`src/rtl/axil_cmd_sequencer.sv`:
```
// AXI4-Lite command sequencer: replays stored WRITE/WAIT/POLL/END slots
// as a standalone bus master, with abort and error reporting.
module axil_cmd_sequencer #(
    parameter  int ADDR_W     = 32,
    parameter  int DATA_W     = 32,
    parameter  int DEPTH      = 32,
    parameter  int N_EVT      = 2,
    parameter  int GAP_CYCLES = 1,
    parameter  int POLL_MAX   = 1024,
    localparam int PW         = $clog2(DEPTH),
    localparam int CW         = 7 + ADDR_W + DATA_W
) (
    input  logic              aclk,
    input  logic              aresetn,
    input  logic              cfg_we,
    input  logic [PW-1:0]     cfg_idx,
    input  logic [CW-1:0]     cfg_cmd,
    input  logic              start,
    input  logic              abort,
    input  logic [N_EVT-1:0]  evt,
    output logic              busy,
    output logic              done,
    output logic              error,
    output logic [2:0]        err_code,
    output logic [PW-1:0]     pc,
    output logic [ADDR_W-1:0] m_axi_awaddr,
    output logic [2:0]        m_axi_awprot,
    output logic              m_axi_awvalid,
    input  logic              m_axi_awready,
    output logic [DATA_W-1:0] m_axi_wdata,
    output logic [DATA_W/8-1:0] m_axi_wstrb,
    output logic              m_axi_wvalid,
    input  logic              m_axi_wready,
    input  logic [1:0]        m_axi_bresp,
    input  logic              m_axi_bvalid,
    output logic              m_axi_bready,
    output logic [ADDR_W-1:0] m_axi_araddr,
    output logic [2:0]        m_axi_arprot,
    output logic              m_axi_arvalid,
    input  logic              m_axi_arready,
    input  logic [DATA_W-1:0] m_axi_rdata,
    input  logic [1:0]        m_axi_rresp,
    input  logic              m_axi_rvalid,
    output logic              m_axi_rready
);

    localparam int CNTW = $clog2(POLL_MAX + 1);
    localparam int GW   = (GAP_CYCLES > 1) ? $clog2(GAP_CYCLES) : 1;
    localparam int GLST = (GAP_CYCLES > 0) ? GAP_CYCLES - 1 : 0;

    localparam logic [1:0] OP_WR   = 2'd0;
    localparam logic [1:0] OP_WAIT = 2'd1;
    localparam logic [1:0] OP_POLL = 2'd2;
    localparam logic [1:0] OP_END  = 2'd3;

    typedef enum logic [2:0] {
        S_IDLE, S_FETCH, S_WR_REQ, S_WR_RESP,
        S_RD_REQ, S_RD_DATA, S_WAIT, S_GAP
    } state_t;

    state_t state, state_n;

    logic [CW-1:0]     mem [DEPTH];
    logic [CW-1:0]     slot;
    logic [1:0]        slot_op;
    logic [4:0]        slot_sel;
    logic [ADDR_W-1:0] slot_addr;
    logic [DATA_W-1:0] slot_data;

    logic [4:0]      sel_q;
    logic            abort_q;
    logic            inc_pc;
    logic [CNTW-1:0] pcnt;
    logic [GW-1:0]   gcnt;

    logic       abort_any, last, evt_hit, rbit;
    logic       fin, adv, retry, ld_wr, ld_rd, step;
    logic [2:0] ecode;

    assign slot      = mem[pc];
    assign slot_op   = slot[CW-1 -: 2];
    assign slot_sel  = slot[CW-3 -: 5];
    assign slot_addr = slot[DATA_W +: ADDR_W];
    assign slot_data = slot[DATA_W-1:0];

    assign abort_any = abort | abort_q;
    assign last      = (pc == PW'(DEPTH - 1));
    assign evt_hit   = |(32'(evt) & (32'd1 << sel_q));
    assign rbit      = |(m_axi_rdata & (DATA_W'(1) << sel_q));

    assign m_axi_awprot = 3'b000;
    assign m_axi_arprot = 3'b000;
    assign m_axi_wstrb  = '1;
    assign m_axi_bready = (state == S_WR_RESP);
    assign m_axi_rready = (state == S_RD_DATA);

    // Slot memory is deliberately not reset.
    always_ff @(posedge aclk) begin
        if (cfg_we && !busy)
            mem[cfg_idx] <= cfg_cmd;
    end

    always_ff @(posedge aclk) begin
        if (!aresetn) state <= S_IDLE;
        else          state <= state_n;
    end

    always_comb begin
        state_n = state;
        fin     = 1'b0;
        ecode   = 3'd0;
        adv     = 1'b0;
        retry   = 1'b0;
        ld_wr   = 1'b0;
        ld_rd   = 1'b0;
        unique case (state)
            S_IDLE: if (start) state_n = S_FETCH;
            S_FETCH: begin
                if (slot_op == OP_WAIT && 32'(slot_sel) >= N_EVT) begin
                    fin = 1'b1; ecode = 3'd3;
                end else if (abort_any) begin
                    fin = 1'b1; ecode = 3'd4;
                end else begin
                    case (slot_op)
                        OP_WR:   begin state_n = S_WR_REQ; ld_wr = 1'b1; end
                        OP_WAIT: state_n = S_WAIT;
                        OP_POLL: begin state_n = S_RD_REQ; ld_rd = 1'b1; end
                        OP_END:  fin = 1'b1;
                    endcase
                end
            end
            S_WR_REQ: begin
                if ((!m_axi_awvalid || m_axi_awready) &&
                    (!m_axi_wvalid || m_axi_wready))
                    state_n = S_WR_RESP;
            end
            S_WR_RESP: begin
                if (m_axi_bvalid) begin
                    if (m_axi_bresp != 2'b00) begin
                        fin = 1'b1; ecode = 3'd1;
                    end else if (abort_any) begin
                        fin = 1'b1; ecode = 3'd4;
                    end else if (last) begin
                        fin = 1'b1;
                    end else begin
                        adv = 1'b1;
                        state_n = (GAP_CYCLES == 0) ? S_FETCH : S_GAP;
                    end
                end
            end
            S_RD_REQ: if (m_axi_arready) state_n = S_RD_DATA;
            S_RD_DATA: begin
                if (m_axi_rvalid) begin
                    if (m_axi_rresp != 2'b00) begin
                        fin = 1'b1; ecode = 3'd1;
                    end else if (!rbit && pcnt == CNTW'(POLL_MAX - 1)) begin
                        fin = 1'b1; ecode = 3'd2;
                    end else if (abort_any) begin
                        fin = 1'b1; ecode = 3'd4;
                    end else if (!rbit) begin
                        retry = 1'b1;
                        state_n = (GAP_CYCLES == 0) ? S_FETCH : S_GAP;
                    end else if (last) begin
                        fin = 1'b1;
                    end else begin
                        adv = 1'b1;
                        state_n = (GAP_CYCLES == 0) ? S_FETCH : S_GAP;
                    end
                end
            end
            S_WAIT: begin
                if (abort_any) begin
                    fin = 1'b1; ecode = 3'd4;
                end else if (evt_hit) begin
                    if (last) begin
                        fin = 1'b1;
                    end else begin
                        adv = 1'b1;
                        state_n = (GAP_CYCLES == 0) ? S_FETCH : S_GAP;
                    end
                end
            end
            S_GAP: begin
                if (abort_any) begin
                    fin = 1'b1; ecode = 3'd4;
                end else if (gcnt == GW'(GLST)) begin
                    state_n = S_FETCH;
                end
            end
        endcase
        if (fin) state_n = S_IDLE;
        // A poll retry revisits the same slot; only completed slots advance.
        step = (adv && state_n == S_FETCH) ||
               (state == S_GAP && state_n == S_FETCH && inc_pc);
    end

    always_ff @(posedge aclk) begin
        if (!aresetn) begin
            busy          <= 1'b0;
            done          <= 1'b0;
            error         <= 1'b0;
            err_code      <= 3'd0;
            pc            <= '0;
            abort_q       <= 1'b0;
            inc_pc        <= 1'b0;
            pcnt          <= '0;
            gcnt          <= '0;
            sel_q         <= '0;
            m_axi_awvalid <= 1'b0;
            m_axi_wvalid  <= 1'b0;
            m_axi_arvalid <= 1'b0;
            m_axi_awaddr  <= '0;
            m_axi_wdata   <= '0;
            m_axi_araddr  <= '0;
        end else begin
            if (state == S_IDLE && start) begin
                busy     <= 1'b1;
                done     <= 1'b0;
                error    <= 1'b0;
                err_code <= 3'd0;
                pc       <= '0;
                abort_q  <= 1'b0;
                pcnt     <= '0;
            end else if (busy && abort) begin
                abort_q <= 1'b1;
            end
            if (state == S_FETCH) sel_q <= slot_sel;
            if (ld_wr) begin
                m_axi_awvalid <= 1'b1;
                m_axi_wvalid  <= 1'b1;
                m_axi_awaddr  <= slot_addr;
                m_axi_wdata   <= slot_data;
            end else begin
                if (m_axi_awvalid && m_axi_awready) m_axi_awvalid <= 1'b0;
                if (m_axi_wvalid && m_axi_wready)   m_axi_wvalid  <= 1'b0;
            end
            if (ld_rd) begin
                m_axi_arvalid <= 1'b1;
                m_axi_araddr  <= slot_addr;
            end else if (m_axi_arvalid && m_axi_arready) begin
                m_axi_arvalid <= 1'b0;
            end
            gcnt <= (state == S_GAP) ? gcnt + 1'b1 : '0;
            if (adv || retry) inc_pc <= adv;
            if (adv)        pcnt <= '0;
            else if (retry) pcnt <= pcnt + 1'b1;
            if (step) pc <= pc + 1'b1;
            if (fin) begin
                busy     <= 1'b0;
                done     <= 1'b1;
                error    <= (ecode != 3'd0);
                err_code <= ecode;
            end
        end
    end

endmodule

```
`config.mk`:
```
export PLATFORM = sky130hd
export DESIGN_NAME = axil_cmd_sequencer
export DESIGN_NICKNAME = d
export VERILOG_FILES = /design/src/rtl/axil_cmd_sequencer.sv
export SDC_FILE = /design/constraint.sdc
export NUM_CORES = 2
export LEC_CHECK = 0
export CAP_MARGIN = 20
export CORE_MARGIN = 4
export CORE_UTILIZATION = 34
export CTS_BUF_LIST = sky130_fd_sc_hd__clkbuf_4
export DETAILED_ROUTE_END_ITERATION = 6
export PLACE_DENSITY = 0.5
export RECOVER_POWER = 25
export SETUP_SLACK_MARGIN = 0.15
export SLEW_MARGIN = 20
export SYNTH_ARGS = -nofsm -noshare
export SYNTH_HDL_FRONTEND = slang
export SYNTH_SLANG_ARGS = --single-unit
```
`constraint.sdc`:
```
create_clock -name aclk -period 8.27 [get_ports aclk]
set_input_delay 2.481 -clock aclk [delete_from_list [all_inputs] [get_ports aclk]]
set_output_delay 2.481 -clock aclk [all_outputs]
set_load 0.005 [all_outputs]
```
==> impl_metrics.json <==
{
  "status": "complete, but fails checks",
  "violations": "capacitance limit, slew limit",
  "pwr_density_cell_mw_per_mm2": 227,
  "crit_chain": "nor2b_1 > and2_1 > clkdlybuf4s50_1",
  "drtPass1Iterations": 5,
  "crit_path_max_incr_delay_ns": 0.53,
  "ys_types": 59,
  "dr_total_vias": 44800,
  "r2r_end": "m_axi_araddr[23]",
  "reg2regPathDepth": 8,
  "wl_mm": 237,
  "synth.area.top_cells": "edfxtp_1 74%, mux4_2 17%, dfxtp_1 3.0%, o211a_1 1.1%, mux2i_1 0.76%",
  "ir_drop_uv": 88.3,
  "place.gp.congestion": 0.726,
  "die_w_microns": 527,
  "synth_edf_count": 2272,
  "worstMarginPinSlew_ns": 1.54,
  "die_y_microns": 527,
  "drv_cap": 1,
  "clockBufferDepth": 4,
  "synthCells": 3924,
  "comb_power_share_pct": 2.1,
  "hpwlAfterDp_mm": 121,
  "power_switching_mw": 5.14,
  "cts_buffers": 632,
  "arrival_ns": 2.93,
  "worst-setup-path-type": "reg -> out",
  "hold_path.class": "reg -> reg",
  "crit_path_start_kind": "register",
  "p_int_mw": 19.1,
  "cts_hold_buf": 0,
  "ys_seq_elements": 2409,
  "initial_core_util_pct": 34.2,
  "grt_max_degree": 132,
  "first_global_vias": 47400,
  "p_clk_share_pct": 42.3,
  "num_rows": 190,
  "ios": 246,
  "post_cts_buffers": 0,
  "ys_async_sr_fraction_pct": 0,
  "grt_overflow": 0,
  "worstHoldStart": "pcnt[10]",
  "cp_slowest_cell": "dfxtp_1",
  "path_clk_slew_ns": 0.06,
  "fillCellCount": 24000,
  "p_leak_nw": 33.5,
  "cts_tree": "built",
  "drcViolationCount": 0,
  "holdPathStages": 2,
  "setup_violations": 0,
  "avgRoutedWirePerCell_microns": 27.3,
  "via_per_inst": 5.15,
  "p_sw_share_pct": 21.2,
  "holdPathEnd": "pcnt[10]",
  "syn_area_sq_mm": 0.0917,
  "post_cts_resized": 0,
  "synth_ff_type": "edfxtp_1",
  "dieArea_sq_mm": 0.278,
  "synth.most_common_cell": "edfxtp_1",
  "rsz0062_at_grt": "no",
  "finalSetupTns_ns": 0,
  "cts.sinks": 2409,
  "grt_pass1_wl_mm": 341,
  "postSynthAreaPerCell_sq_um": 23.4,
  "drt_iter0_markers": 3655,
  "finalHoldViolations": 0,
  "fmax_ghz": 0.185,
  "slew_headroom_pct": -2.75,
  "crit_start": "state[0]",
  "r2r_setup_slack_ns": 2.94,
  "required_ns": 5.79,
  "synthTopCellsByCount": "2,272 x edfxtp_1, 704 x mux4_2, 137 x dfxtp_1",
  "synth-seq-area-share_pct": 77.4,
  "io_buffers": 235,
  "fin_util_pct": 39.8,
  "clockRootBuffer": "clkbuf_4",
  "drv_slew": 33,
  "coreArea_sq_mm": 0.268,
  "drive_above_1_share_pct": 36.2,
  "cts_htree_levels": 6,
  "min_period_ns": 5.41,
  "period_share_pct": 65.4,
  "antenna_found_initial": 20,
  "grt_usage_pct": 16.9,
  "clock_skew_ns": 0.0972,
  "worstSkewPairLatency_ns": 1.26,
  "yosys_warnings": 0,
  "pwr-share-seq_pct": 55.6,
  "endpoint_kind": "output pin",
  "yosysTopAreaCell": "edfxtp_1",
  "ant_nets": 0,
  "crit_fanout": 10,
  "syn_to_final_growth_pct": 16.3,
  "synth_top_area_share_pct": 74.4,
  "nets": 4815
}
per-stage QoR:
step	std cells	total power, mW	cell area (sq um)	worst slack, ns	hold slack (ns)
3_3_place_gp	7598	14.3	98900	2.19	0.436
6_report	8695	24.2	107000	2.86	0.451
2_1_floorplan	3932	13.9	91800	1.76	0.421
4_1_cts	8687	24.7	107000	2.61	0.450
5_1_grt	8690	25.4	107000	2.46	0.468
3_5_place_dp	7600	14.3	99000	2.35	0.438
critical path, delay by kind of cell (launching register included):
family | cells | cell delay (ns)
flip-flops | 1 | 0.53
buffers and inverters | 1 | 0.53
AND/OR/NAND/NOR | 2 | 0.61
cells in the final DEF (no fill, tap or decap), drive strengths merged, types with 6 or more instances in the layout:
cell type	count
inv	22
clkinv	113
o211a	97
edfxtp	2272
and3	11
and2	7
nand3	14
nand2	133
a21boi	10
mux2	8
clkdlybuf4s50	190
nand3b	15
a21oi	18
o21ai	14
ha	7
diode	6
conb	10
clkbuf	983
mux4	704
dfxtp	137
nor3b	6
clkinvlp	9
mux2i	70
buf	113
nor3	9
bufinv	11
o22ai	17
nor2b	6
nor2	64
per-layer routing:
layer  vias up  global-route usage [%]  wire [microns]
met5         -                       0              54
met4        12                    4.58            4270
met3       340                    3.58           13300
met2      1351                    27.1          115000
met1     24300                    23.3          105000
li1      18800                       -               -
layout make-up:
cell class / instances / area (sq um) / area share (%)
Antenna cell: 6 / 15.0 / 0.0141
Inverter: 8 / 30.0 / 0.0281
Clock buffer: 940 / 7060 / 6.61
Multi-Input combinational cell: 1287 / 20000 / 18.8
Sequential cell: 2409 / 71000 / 66.5
Timing Repair Buffer: 346 / 3230 / 3.03
Clock inverter: 147 / 907 / 0.850
Tap cell: 3552 / 4440 / 4.16
worst max path at each step:
stage,to,cells after the start
after CTS,m_axi_rready,3
after floorplan,mem[12][0],3
after detailed placement,mem[31][16],4
after global routing,m_axi_araddr[23],8
final,m_axi_rready,3
after global placement,mem[19][46],4
logic make-up (layout without fill, tap and decap cells):
kind of cell	Yosys count	in the layout	synth area share, %
compound gates	188	188	1.73
fa+ha+maj	7	7	0.0955
buf+inv	236	1441	1.10
flops	2409	2409	77.4
mux	782	782	18.1
other cells	2	16	0.00819
simple gates	300	300	1.55
sequential cells by signal (all words and copies together) (netlist names), 3 cells and up, named ones only:
name	flops
err_code	3
m_axi_araddr	32
m_axi_awaddr	32
m_axi_wdata	32
mem	2272
pc	5
pcnt	11
sel_q	5
state	3
power by group through the flow:
| stage | clock [mW] | sequential (mW) | combinational (mW) |
|---|---|---|---|
| 6_report | 10.3 | 13.5 | 0.501 |
| 5_1_grt | 11.4 | 13.5 | 0.546 |
| 4_1_cts | 10.6 | 13.5 | 0.523 |
| 3_5_place_dp | 0 | 13.8 | 0.523 |
| 3_3_place_gp | 0 | 13.7 | 0.510 |
| 2_1_floorplan | 0 | 13.7 | 0.177 |
(Power assumes the default switching activity.)
